## src/rtl/perf_counter_bank.sv

```systemverilog
// Per-channel event counters with a cycle watchdog, dumped one channel per beat after halt/timeout.
// Latency: counters update on the counting edge; dump_data is a combinational read of cnt[dump_idx].
// Backpressure: dump_ready=0 holds dump_idx/dump_data stable; PERF_SATURATE_EN selects saturate vs wrap.
module perf_counter_bank #(
    parameter int          NUM_CH    = 4,
    parameter int          CNT_W     = 32,
    parameter int unsigned CYC_LIMIT = 100000,
    localparam int         IDX_W     = (NUM_CH > 1) ? $clog2(NUM_CH) : 1
) (
    input  logic              clk,
    input  logic              rst_n,
    input  logic              en,
    input  logic [NUM_CH-1:0] ev,
    input  logic              halt,
    input  logic              dump_ready,
    output logic [1:0]        state,
    output logic [CNT_W-1:0]  cycle_cnt,
    output logic [NUM_CH-1:0] ovf,
    output logic              timeout,
    output logic              dump_valid,
    output logic [IDX_W-1:0]  dump_idx,
    output logic [CNT_W-1:0]  dump_data,
    output logic              done
);

    typedef enum logic [1:0] {
        S_IDLE = 2'b00,
        S_RUN  = 2'b01,
        S_DUMP = 2'b10,
        S_DONE = 2'b11
    } state_e;

    localparam logic [CNT_W-1:0] LIMIT    = CNT_W'(CYC_LIMIT);
    localparam logic             LIMIT_ON = (CYC_LIMIT != 0);
    localparam logic [IDX_W-1:0] LAST_IDX = IDX_W'(NUM_CH - 1);

    state_e             state_q, state_d;
    logic [CNT_W-1:0]   cycle_cnt_q, cycle_cnt_d;
    logic [CNT_W-1:0]   cnt_q [NUM_CH];
    logic [CNT_W-1:0]   cnt_d [NUM_CH];
    logic [NUM_CH-1:0]  ovf_q, ovf_d;
    logic               timeout_q, timeout_d;
    logic [IDX_W-1:0]   dump_idx_q, dump_idx_d;
    logic               counting;
    logic               limit_hit;

    // Wrapping or saturating increment; the caller flags overflow when v is all ones.
    function automatic logic [CNT_W-1:0] bump(input logic [CNT_W-1:0] v);
`ifdef PERF_SATURATE_EN
        return (v == '1) ? v : v + CNT_W'(1);
`else
        return v + CNT_W'(1);
`endif
    endfunction

    always_comb begin
        state_d     = state_q;
        cycle_cnt_d = cycle_cnt_q;
        cnt_d       = cnt_q;
        ovf_d       = ovf_q;
        timeout_d   = timeout_q;
        dump_idx_d  = dump_idx_q;

        counting  = ((state_q == S_IDLE) || (state_q == S_RUN)) && en;
        limit_hit = LIMIT_ON && counting && (bump(cycle_cnt_q) == LIMIT);

        if (counting) begin
            cycle_cnt_d = bump(cycle_cnt_q);
            for (int i = 0; i < NUM_CH; i++) begin
                if (ev[i]) begin
                    cnt_d[i] = bump(cnt_q[i]);
                    if (cnt_q[i] == '1) begin
                        ovf_d[i] = 1'b1;
                    end
                end
            end
        end

        case (state_q)
            S_IDLE: begin
                if (en) begin
                    state_d   = limit_hit ? S_DUMP : S_RUN;
                    timeout_d = limit_hit;
                end
            end
            S_RUN: begin
                // halt wins over the watchdog so a requested stop is never reported as a timeout
                if (halt) begin
                    state_d = S_DUMP;
                end else if (limit_hit) begin
                    state_d   = S_DUMP;
                    timeout_d = 1'b1;
                end
            end
            S_DUMP: begin
                if (dump_ready) begin
                    if (dump_idx_q == LAST_IDX) begin
                        state_d = S_DONE;
                    end else begin
                        dump_idx_d = dump_idx_q + IDX_W'(1);
                    end
                end
            end
            S_DONE: begin
                state_d = S_DONE;
            end
        endcase
    end

    always_ff @(posedge clk) begin
        if (!rst_n) begin
            state_q     <= S_IDLE;
            cycle_cnt_q <= '0;
            ovf_q       <= '0;
            timeout_q   <= 1'b0;
            dump_idx_q  <= '0;
            for (int i = 0; i < NUM_CH; i++) begin
                cnt_q[i] <= '0;
            end
        end else begin
            state_q     <= state_d;
            cycle_cnt_q <= cycle_cnt_d;
            ovf_q       <= ovf_d;
            timeout_q   <= timeout_d;
            dump_idx_q  <= dump_idx_d;
            for (int i = 0; i < NUM_CH; i++) begin
                cnt_q[i] <= cnt_d[i];
            end
        end
    end

    // Index compare instead of a direct array index keeps NUM_CH=1 and non-power-of-two counts clean.
    always_comb begin
        dump_data = '0;
        for (int i = 0; i < NUM_CH; i++) begin
            if (IDX_W'(i) == dump_idx_q) begin
                dump_data = cnt_q[i];
            end
        end
    end

    assign state      = state_q;
    assign cycle_cnt  = cycle_cnt_q;
    assign ovf        = ovf_q;
    assign timeout    = timeout_q;
    assign dump_valid = (state_q == S_DUMP);
    assign dump_idx   = dump_idx_q;
    assign done       = (state_q == S_DONE);

endmodule

```

## config.mk

```make
export PLATFORM = sky130hd
export DESIGN_NAME = perf_counter_bank
export DESIGN_NICKNAME = d
export VERILOG_FILES = /design/src/rtl/perf_counter_bank.sv
export SDC_FILE = /design/constraint.sdc
export NUM_CORES = 1
export LEC_CHECK = 0
export ABC_AREA = 0
export BUFFER_PORTS_ARGS = -buffer_cell sky130_fd_sc_hd__buf_2
export CELL_PAD_IN_SITES_DETAIL_PLACEMENT = 1
export CELL_PAD_IN_SITES_GLOBAL_PLACEMENT = 1
export CORE_MARGIN = 4
export CORE_UTILIZATION = 40
export CTS_BUF_LIST = sky130_fd_sc_hd__clkbuf_4 sky130_fd_sc_hd__clkbuf_8 sky130_fd_sc_hd__clkbuf_16
export DETAILED_ROUTE_END_ITERATION = 16
export PLACE_DENSITY = 0.84
export SETUP_SLACK_MARGIN = 0.5
export SKIP_CTS_REPAIR_TIMING = 1
export SLEW_MARGIN = 10
export SYNTH_ARGS = -nofsm -noshare
export SYNTH_HDL_FRONTEND = slang
export SYNTH_SLANG_ARGS = --single-unit
```

## constraint.sdc

```tcl
create_clock -name clk -period 3.1 [get_ports clk]
set_input_delay 0.62 -clock clk [delete_from_list [all_inputs] [get_ports clk]]
set_output_delay 0.62 -clock clk [all_outputs]
set_load 0.03 [all_outputs]
```

==> out/results.tsv, run 1 <==
stage	metric	value	unit
outcome	outcome	finished clean	
critical_path	nature of the critical path endpoint	output port	
detailed_routing	Detailed Route WL	27960	um
detailed_routing	antenna-violating nets left	0	
detailed_routing	length of the first detailed-routing pass in iterations	5	
critical_path	peak fanout along the critical path	8	
critical_path	crit path launch type	register	
synthesis	top flip-flop cell by instance count after synthesis	dfxtp_1	
synthesis	share of flip-flops with an asynchronous set or reset	0	
finish	proportion of layout cells with a drive suffix above 1	0.1849	
floorplanning	core area	22710	um^2
power_and_ir_drop	Power Density	419.7	nW/um^2
power_and_ir_drop	worst vdd ir	0.3051	mV
hold_path	worst min-delay path class	reg2reg	
finish	multi-input combinational cell area	5859	um^2
synthesis	distinct cell type count after synthesis	50	
synthesis	ranking of synthesized cells by area	dfxtp_1 (37%), xnor2_1 (10%), and2_1 (8.8%)	
global_routing	maximum number of pins on one net before global-route repair	71	
detailed_routing	DRC violations left	0	
job	total of max-cap violations	0	
power_and_ir_drop	total power	4.689	mW
critical_path	WP data required	2.48	ns
synthesis	area fraction of the dominant cell type after synthesis	0.3661	
placed_design	HPWL reported at the end of detailed placement	17850	um
global_routing	global-route wire length before repair	42270	um
synthesis	netlist area before placement	9241	um^2
detailed_routing	Avg Vias per Cell	5.580	
sta	final setup TNS	0	ns
detailed_routing	detail-routed net length per standard cell	18.16	um
synthesis	EDFF count, synth	0	
detailed_routing	1st-iter DRT viols	501	
sta	Final Max Tran Viols	0	
placed_design	RePlAce Congestion	0.8299	
floorplanning	Boundary Pins	84	
finish	number of filler cells placed in the layout	2726	
power_and_ir_drop	Leak Pwr	4.265	nW
sta	setup repair after global routing missed its margin	true	
floorplanning	effective utilization at floorplan	0.4069	
sta	max frequency	0.3568	GHz
finish	Final Net Count	1261	
finish	Reg area	3396	um^2
synthesis	top post-synthesis cells by count	dfxtp_1 (169), nand2_1 (140), and2_1 (130)	
clock_tree	TritonCTS clock tree	yes	
clock_tree	Num Clock Sinks	169	
sta	Final Hold Vio Count	0	
finish	Final Instance Count excl. Fillers	1540	
floorplanning	DIE HEIGHT	160	um
synthesis	Post-Synthesis Net Count	1192	
global_routing	number of global-route vias before repair	8758	
global_routing	GRT Residual Overflow	0	
synthesis	average size of a mapped cell	7.878	um^2
floorplanning	row count	55	
global_routing	overall global routing resource usage	0.1976	
synthesis	post-synthesis register bit count	169	
sta	Worst Tran Pin Value	0.8184	ns
clock_tree	CTS Buffer Depth	2	
sta	total of endpoints with negative setup slack in the final report	0	
finish	growth of design area from synthesis to finish	20.88	%
sta	relative slew slack	0.4467	
clock_tree	clock edge transition at the registers on the reported setup and hold paths	0.07	ns
synthesis	number of warnings issued by yosys	0	
clock_tree	number of H-tree levels	4	
synthesis	most common cell in the synthesized netlist	dfxtp_1	
floorplanning	Horiz. Die Dim	160	um
finish	number of antenna cells inserted	0	
detailed_routing	total vias in the final route	8593	
placed_design	Buffers on Ports	83	
critical_path	data arrival time of the critical path	2.18	ns
synthesis	sequential share of the synthesized area	0.3661	
clock_tree	number of buffers created by CTS	17	
synthesis	cell taking the most area after synthesis	dfxtp_1	
clock_tree	master cell of the clock root buffer	clkbuf_16	
global_routing	initial antenna violation count	0	
floorplanning	die area	25600	um^2
critical_path	kind of critical path	reg2out	
synthesis	Syn Inst Count	1173	
clock_tree	clock insertion delay at the later pin of the skew report	0.44	ns
sta	final worst path period share	0.9040	
sta	final worst clock skew	0.01016	ns
sta	minimum period implied by the final worst setup slack	2.802	ns
placed_design	number of instances in the placed design	1499	
-- cell families (layout without fill, tap and decap cells) --
kind of cell             after synthesis  in the layout  synth area share
AO/OA/AOI/OAI                        170            170            0.1064
XOR/XNOR                             142            142            0.1346
multiplexers                           4              4          0.004333
adder cells (fa/ha/maj)               10             10           0.01354
flip-flops                           169            169            0.3661
AND/OR/NAND/NOR                      600            600            0.3428
buffers and inverters                 78            160           0.03222
-- state kept, by name, summed over array words and instances, names as in the netlist --
register / flops
cnt_q: 128
ovf: 4
state: 2
cycle_cnt: 32
dump_idx: 2
timeout: 1
-- final timing paths --
kind                   end  slack [ns]        start  cells after the start
min reg2reg         ovf[3]        0.46       ovf[3]                      1
max          dump_data[21]        0.30  dump_idx[1]                     10
min                 ovf[3]        0.46       ovf[3]                      1
max reg2reg      cnt_q[95]        0.55     state[1]                      7
-- layout by cell type (no fill, tap or decap), types with 23 or more instances in the layout --
cell,n
a21boi_0,23
a21oi_1,44
and2_1,130
and3_1,23
buf_2,51
buf_4,42
dfxtp_1,163
nand2_1,132
nand3_1,73
nand4_1,42
nor2_1,66
o21ai_0,27
o21ai_1,24
or3_1,23
xnor2_1,108
xor2_1,34
-- where the power goes --
| group | switching [mW] | internal [mW] | total, mW |
|---|---|---|---|
| sequential | 0.0244 | 2.18 | 2.21 |
| combinational | 0.131 | 0.0759 | 0.207 |
| clock | 0.990 | 1.29 | 2.28 |
-- through the flow --
stage	cell area [um^2]	util	setup WS, ns	hold slack [ns]
after floorplan	9241	-	0.5188	0.4692
after global placement	9986	0.4397	0.4587	0.4440
after detailed placement	9986	0.4397	0.4188	0.4521
after CTS	10600	0.4668	0.1149	0.4682
after global routing	11170	0.4919	0.2192	0.4860
final	11170	0.4919	0.2975	0.4608
-- layout make-up --
| class | count | share of cell area |
|---|---|---|
| Clock buffer | 17 | 0.03808 |
| Clock inverter | 15 | 0.01691 |
| Inverter | 16 | 0.005824 |
| Multi-Input combinational cell | 926 | 0.5245 |
| Sequential cell | 169 | 0.3040 |
| Tap cell | 285 | 0.03192 |
| Timing Repair Buffer | 112 | 0.07874 |
-- critical path, stage by stage, from the launching register on --
cell	delay [ns]
dfxtp_4	0.37
inv_4	0.08
ha_4	0.22
buf_12	0.15
nand2_2	0.07
nor2_2	0.15
a21oi_2	0.06
nor2_2	0.14
a21oi_1	0.06
o21ai_1	0.23
buf_4	0.20
-- per-layer routing --
metal	global-route usage	up-vias	routed length (um)
met5	0	-	0
met4	0.05358	0	432
met3	0.03819	30	942
met2	0.3696	151	14710
met1	0.2292	4279	11880
li1	-	4133	-
Power figures use the tool's default switching activity.
==> run 2, diff against run 1 <==
CORE_UTILIZATION = 30   (was 40)
PLACE_DENSITY = 0.69   (was 0.84)
SKIP_CTS_REPAIR_TIMING = not set   (was 1)
==> run 2 against run 1 <==
Effect of this change: worst setup slack better by 0.034 ns; worst hold slack worse by 0.0010 ns; highest routed layer is now met5; die area is 32% higher; flip-flop and latch count stayed put; largest cell class unchanged.
==> out/results.tsv, run 2 (synthesized netlist as in run 1, its figures left out) <==
stage	metric	value	unit	change
sta	final hold slack	0.4597	ns	was 0.4608 ns
clock_tree	number of hold buffers added after CTS	0		
floorplanning	Boundary Pins	84		unchanged
global_routing	overall global routing resource usage	0.1658		was 0.1976
detailed_routing	total vias in the final route	8404		was 8593
finish	Top reg by flops	cnt_q		unchanged
clock_tree	TritonCTS clock tree	yes		unchanged
critical_path	chain of cells forming the critical path	buf_6 > ha_4 > buf_6 > buf_16 > nor2_4 > a21oi_2 > nor2_1 > a21oi_2 > o21ai_2 > buf_6		was inv_4 > ha_4 > buf_12 > nand2_2 > nor2_2 > a21oi_2 > nor2_2 > a21oi_1 > o21ai_1 > buf_4
clock_tree	number of buffers created by CTS	17		unchanged
clock_tree	master cell of the clock root buffer	clkbuf_16		unchanged
critical_path	peak fanout along the critical path	8		unchanged
global_routing	global-route wire length before repair	45470	um	was 42270 um
power_and_ir_drop	Power Density	390.1	nW/um^2	was 419.7 nW/um^2
global_routing	maximum number of pins on one net before global-route repair	69		was 71
hold_path	worst min-delay path class	reg2reg		unchanged
sta	max frequency	0.3613	GHz	was 0.3568 GHz
critical_path	nature of the critical path endpoint	output port		unchanged
floorplanning	Horiz. Die Dim	183.5	um	was 160 um
sta	final worst clock skew	0.01369	ns	was 0.01016 ns
floorplanning	die area	33680	um^2	was 25600 um^2
floorplanning	effective utilization at floorplan	0.3077		was 0.4069
placed_design	number of instances in the placed design	1602		was 1499
clock_tree	clock insertion delay at the later pin of the skew report	0.45	ns	was 0.44 ns
global_routing	initial antenna violation count	3		was 0
clock_tree	Num Clock Sinks	169		unchanged
sta	setup repair after global routing missed its margin	true		unchanged
finish	most common cell after layout, fill and taps aside	dfxtp_1		unchanged
finish	max FFs per register	128		unchanged
floorplanning	DIE HEIGHT	183.5	um	was 160 um
critical_path	family with the most delay on the worst path	buffers and inverters		unchanged
placed_design	RePlAce Congestion	0.8558		was 0.8299
critical_path	stage delay of the slowest cell on the critical path	0.36	ns	was 0.37 ns
finish	growth of design area from synthesis to finish	27.19	%	was 20.88%
placed_design	Buffers on Ports	83		unchanged
sta	minimum period implied by the final worst setup slack	2.768	ns	was 2.802 ns
job	total of max-cap violations	0		unchanged
sta	final worst path period share	0.8929		was 0.9040
critical_path	kind of critical path	reg2out		unchanged
critical_path	slowest cell on the critical path	dfxtp_4		unchanged
sta	total of endpoints with negative setup slack in the final report	0		unchanged
finish	commonest cells after routing, fill and taps aside	dfxtp_1 (166), and2_1 (130), nand2_1 (127), xnor2_1 (108), nand3_1 (73)		was dfxtp_1 (163), nand2_1 (132), and2_1 (130), xnor2_1 (108), nand3_1 (73)
sta	Worst Tran Pin Value	0.6195	ns	was 0.8184 ns
finish	final core utilization	0.3914		was 0.4919
global_routing	number of global-route vias before repair	8784		was 8758
global_routing	GRT Residual Overflow	0		unchanged
finish	proportion of layout cells with a drive suffix above 1	0.2275		was 0.1849
power_and_ir_drop	Leak Pwr	4.366	nW	was 4.265 nW
clock_tree	clock edge transition at the registers on the reported setup and hold paths	0.07	ns	about the same
finish	number of antenna cells inserted	0		unchanged
clock_tree	CTS Buffer Depth	2		unchanged
detailed_routing	1st-iter DRT viols	348		was 501
critical_path	number of buffer and inverter stages on the critical path	4		was 3
outcome	outcome	finished clean		unchanged
finish	Final Instance Count excl. Fillers	1656		was 1540
critical_path	data arrival time of the critical path	2.15	ns	was 2.18 ns
detailed_routing	antenna-violating nets left	0		unchanged
finish	number of filler cells placed in the layout	3546		was 2726
floorplanning	row count	63		was 55
floorplanning	core area	30030	um^2	was 22710 um^2
critical_path	cell type with the highest occurrence count on the critical path	buf_6		was nor2_2
sta	Final Hold Vio Count	0		unchanged
detailed_routing	Detailed Route WL	27930	um	was 27960 um
sta	Final Max Tran Viols	0		unchanged
detailed_routing	length of the first detailed-routing pass in iterations	4		was 5
power_and_ir_drop	worst vdd ir	0.3912	mV	was 0.3051 mV
finish	Final Net Count	1272		was 1261
detailed_routing	Avg Vias per Cell	5.075		was 5.580
critical_path	WP data required	2.48	ns	about the same
sta	relative slew slack	0.5870		was 0.4467
sta	final setup TNS	0	ns	unchanged
critical_path	crit path launch type	register		unchanged
placed_design	HPWL reported at the end of detailed placement	18210	um	was 17850 um
detailed_routing	detail-routed net length per standard cell	16.87	um	was 18.16 um
clock_tree	number of H-tree levels	4		unchanged
detailed_routing	DRC violations left	0		unchanged
==> run 2: cell count changes in the layout (fill, tap and decap cells not counted), moves of 5 or more <==
cell and change:
nor2_2 +7, nand2_1 -5, buf_6 +6, buf_16 +10, a21oi_2 +23, a21oi_1 -23, nor2_4 +7, nor2_1 -14
==> run 2: metrics by stage <==
| stage | area (um^2) | setup slack, ns | power (mW) |
|---|---|---|---|
| CTS | 11360 | 0.3367 | 4.636 |
| detailed placement | 10100 | 0.3804 | 2.421 |
| global placement | 10100 | 0.4361 | 2.419 |
| floorplan | 9241 | 0.5188 | 2.359 |
| global route | 11750 | 0.2578 | 4.750 |
| finish | 11750 | 0.3320 | 4.586 |
==> run 2: metal layers <==
metal | GRT usage | wire length [um] | up-vias
met4 | 0.05155 | 555 | 6
met2 | 0.2870 | 13930 | 134
li1 | - | - | 4138
met3 | 0.03443 | 969 | 45
met1 | 0.2071 | 12450 | 4081
met5 | 0 | 34 | -
==> run 2: what timing repair did <==
action	in CTS	in global routing
setup buffers	11	1
resized for setup	94	115
endpoints found under the hold margin	0	0
pin swaps	16	53
gates cloned	10	0
endpoints found under the setup margin	32	51
==> run 2: worst paths after layout <==
check / startpoint / to / slack (ns) / depth (start not counted)
max: dump_idx[0] / dump_data[15] / 0.33 / 10
min: ovf[1] / ovf[1] / 0.46 / 1
max reg2reg: cycle_cnt[6] / state[1] / 0.63 / 7
min reg2reg: ovf[1] / ovf[1] / 0.46 / 1
==> run 2: report_power, final <==
part | internal (mW) | switching [mW]
clock | 1.15 | 0.980
sequential | 2.18 | 0.0226
combinational | 0.104 | 0.144
total | 3.44 | 1.15
==> run 2: worst register-to-register path, cell delays in order, from the launching register on <==
cell and delay (ns):
dfxtp_1 0.48, nand3_1 0.26, or4_4 0.61, o41ai_2 0.42
nand4_1 0.13, nor3_1 0.15, and4_1 0.23, o21a_1 0.13
==> run 2: layout make-up <==
| cell class | instances | area (um^2) | share of cell area |
|---|---|---|---|
| clock buffer | 20 | 454.2 | 0.03864 |
| clock inverter | 12 | 116.4 | 0.009900 |
| inverter | 16 | 65.06 | 0.005535 |
| multi-input combinational | 926 | 6071 | 0.5165 |
| sequential | 169 | 3392 | 0.2886 |
| tap | 390 | 488.0 | 0.04152 |
| timing repair buffer | 123 | 1167 | 0.09932 |
==> run 3, diff against run 2 <==
CORE_UTILIZATION = 48   (was 30)
HOLD_SLACK_MARGIN = 0.12   (was not set)
PLACE_DENSITY = 0.95   (was 0.69)
==> run 3 against run 2 <==
Effect of this change: worst hold slack improved by 0.0024 ns; cell count fell by 8.4%; clock power rose by 14%; critical endpoint is now dump_data[19]; largest power group is now clock; critical path depth did not move; wire length rose by 23%; fmax fell by 3.3%.
==> out/results.tsv, run 3 (synthesized netlist as in run 1, its figures left out) <==
stage	metric	value	unit	change
outcome	outcome	finished clean		unchanged
finish	most common cell after layout, fill and taps aside	dfxtp_1		unchanged
global_routing	number of global-route vias before repair	9397		was 8784
sta	final worst path period share	0.9238		was 0.8929
clock_tree	Num Clock Sinks	169		unchanged
finish	proportion of layout cells with a drive suffix above 1	0.1941		was 0.2275
placed_design	HPWL reported at the end of detailed placement	18240	um	was 18210 um
clock_tree	number of buffers created by CTS	17		unchanged
finish	Final Net Count	1263		was 1272
critical_path	WP data required	2.48	ns	about the same
critical_path	chain of cells forming the critical path	inv_4 > ha_4 > buf_12 > nand2_1 > nor2_1 > a21oi_1 > nor2_1 > a21oi_1 > o21ai_1 > buf_4		was buf_6 > ha_4 > buf_6 > buf_16 > nor2_4 > a21oi_2 > nor2_1 > a21oi_2 > o21ai_2 > buf_6
detailed_routing	antenna-violating nets left	0		unchanged
sta	PnR worst setup slack	0.2363	ns	was 0.3320 ns
floorplanning	Boundary Pins	84		unchanged
critical_path	kind of critical path	reg2out		unchanged
power_and_ir_drop	Power Density	430.6	nW/um^2	was 390.1 nW/um^2
critical_path	nature of the critical path endpoint	output port		unchanged
clock_tree	TritonCTS clock tree	yes		unchanged
floorplanning	core area	18830	um^2	was 30030 um^2
placed_design	Buffers on Ports	83		unchanged
job	total of max-cap violations	0		unchanged
finish	number of antenna cells inserted	0		unchanged
detailed_routing	Detailed Route WL	34280	um	was 27930 um
critical_path	source of the critical timing path	dump_idx[0]		unchanged
power_and_ir_drop	Leak Pwr	4.346	nW	was 4.366 nW
clock_tree	number of H-tree levels	4		unchanged
sta	setup repair after global routing missed its margin	true		unchanged
clock_tree	master cell of the clock root buffer	clkbuf_16		unchanged
hold_path	worst min-delay path class	reg2reg		unchanged
critical_path	data arrival time of the critical path	2.24	ns	was 2.15 ns
floorplanning	Horiz. Die Dim	146.8	um	was 183.5 um
sta	Final Hold Vio Count	0		unchanged
power_and_ir_drop	total power	4.845	mW	was 4.586 mW
critical_path	Reg2Reg Setup Slack	0.47	ns	was 0.63 ns
global_routing	initial antenna violation count	0		was 3
detailed_routing	1st-iter DRT viols	697		was 348
critical_path	Stages on worst setup path	10		unchanged
placed_design	RePlAce Congestion	0.8339		was 0.8558
critical_path	number of buffer and inverter stages on the critical path	3		was 4
clock_tree	clock edge transition at the registers on the reported setup and hold paths	0.07	ns	about the same
sta	final setup TNS	0	ns	unchanged
sta	relative slew slack	0.5389		was 0.5870
sta	Final Max Tran Viols	0		unchanged
floorplanning	die area	21540	um^2	was 33680 um^2
detailed_routing	detail-routed net length per standard cell	22.60	um	was 16.87 um
detailed_routing	DRC violations left	0		unchanged
clock_tree	clock insertion delay at the later pin of the skew report	0.46	ns	was 0.45 ns
global_routing	maximum number of pins on one net before global-route repair	70		was 69
detailed_routing	total vias in the final route	9195		was 8404
critical_path	Worst Setup EP	dump_data[19]		was dump_data[15]
sta	Worst Tran Pin Value	0.6853	ns	was 0.6195 ns
floorplanning	effective utilization at floorplan	0.4908		was 0.3077
critical_path	Reg2Reg Launch Point	cnt_q[37]		was cycle_cnt[6]
global_routing	global-route wire length before repair	50080	um	was 45470 um
critical_path	slowest cell on the critical path	dfxtp_4		unchanged
finish	max FFs per register	128		unchanged
critical_path	depth of the worst register-to-register path	7		unchanged
sta	max frequency	0.3492	GHz	was 0.3613 GHz
global_routing	GRT Residual Overflow	0		unchanged
detailed_routing	length of the first detailed-routing pass in iterations	6		was 4
sta	final worst clock skew	0.01635	ns	was 0.01369 ns
finish	Final Instance Count excl. Fillers	1517		was 1656
finish	commonest cells after routing, fill and taps aside	dfxtp_1 (162), nand2_1 (131), and2_1 (130), xnor2_1 (108), nand3_1 (71)		was dfxtp_1 (166), and2_1 (130), nand2_1 (127), xnor2_1 (108), nand3_1 (73)
finish	Top reg by flops	cnt_q		unchanged
clock_tree	CTS Buffer Depth	2		unchanged
detailed_routing	Avg Vias per Cell	6.061		was 5.075
sta	minimum period implied by the final worst setup slack	2.864	ns	was 2.768 ns
placed_design	worst setup slack before clock tree synthesis	0.3118	ns	was 0.3804 ns
global_routing	overall global routing resource usage	0.2847		was 0.1658
critical_path	crit path launch type	register		unchanged
critical_path	peak fanout along the critical path	16		was 8
critical_path	stage delay of the slowest cell on the critical path	0.37	ns	was 0.36 ns
critical_path	reg-to-reg endpoint	cnt_q[57]		was state[1]
critical_path	family with the most delay on the worst path	simple AND/OR/NAND/NOR gates		was buffers and inverters
floorplanning	DIE HEIGHT	146.8	um	was 183.5 um
finish	growth of design area from synthesis to finish	21.74	%	was 27.19%
floorplanning	row count	50		was 63
power_and_ir_drop	worst vdd ir	0.3806	mV	was 0.3912 mV
finish	final core utilization	0.5975		was 0.3914
sta	total of endpoints with negative setup slack in the final report	0		unchanged
placed_design	number of instances in the placed design	1470		was 1602
## run 3: cell types whose count changed in the layout (fill, tap and decap cells not counted), moves of 8 or more
cell     before  now
nor2_4       14    5
a21oi_2      44   27
buf_16       10    2
buf_6        15    3
a21oi_1      21   37
nor2_1       52   67
## run 3: routing by layer
| layer | GRT usage | vias to the layer above | share of wire |
|---|---|---|---|
| met1 | 0.3190 | 4520 | 0.37 |
| li1 | - | 4124 | - |
| met5 | 0 | - | 0 |
| met4 | 0.1246 | 0 | 0.050 |
| met2 | 0.5303 | 409 | 0.53 |
| met3 | 0.04503 | 142 | 0.049 |
## run 3: report_power, final
part           internal (mW)  switching (mW)  total [mW]  leakage (nW)
sequential              2.18          0.0239        2.20          1.37
combinational         0.0758           0.135       0.211          2.67
clock                   1.44           0.986        2.43         0.314
total                   3.70            1.14        4.84          4.35
## run 3: area by class of cell
class,count,area [um^2]
clock buffers,19,440.4
clock inverters,13,198.9
fillers,2217,7580
inverters,16,65.06
multi-input cells,926,5942
flip-flops and latches,169,3400
well taps,260,325.3
repair buffers,114,879.6
## run 3: how the worst min path moves through the flow
stage	startpoint	to	slack, ns	cells past startpoint
floorplan	cnt_q[65]	cnt_q[65]	0.47	2
global placement	ovf[3]	ovf[3]	0.44	1
detailed placement	ovf[3]	ovf[3]	0.45	1
CTS	ovf[3]	ovf[3]	0.46	1
global route	ovf[3]	ovf[3]	0.47	1
finish	ovf[3]	ovf[3]	0.46	1
## run 3: repair_timing
| item | CTS | global route |
|---|---|---|
| pin swaps | 13 | 27 |
| setup buffers | 3 | 8 |
| gates resized for setup | 78 | 69 |
| cloned | 2 | 2 |
| hold buffers | 0 | 0 |
| setup endpoints to repair | 38 | 50 |
## run 3: per-stage QoR
step | cell area (um^2) | hold slack, ns
3_3_place_gp | 9925 | 0.4437
3_5_place_dp | 9925 | 0.4476
2_1_floorplan | 9241 | 0.4692
6_report | 11250 | 0.4622
5_1_grt | 11250 | 0.4746
4_1_cts | 10900 | 0.4633
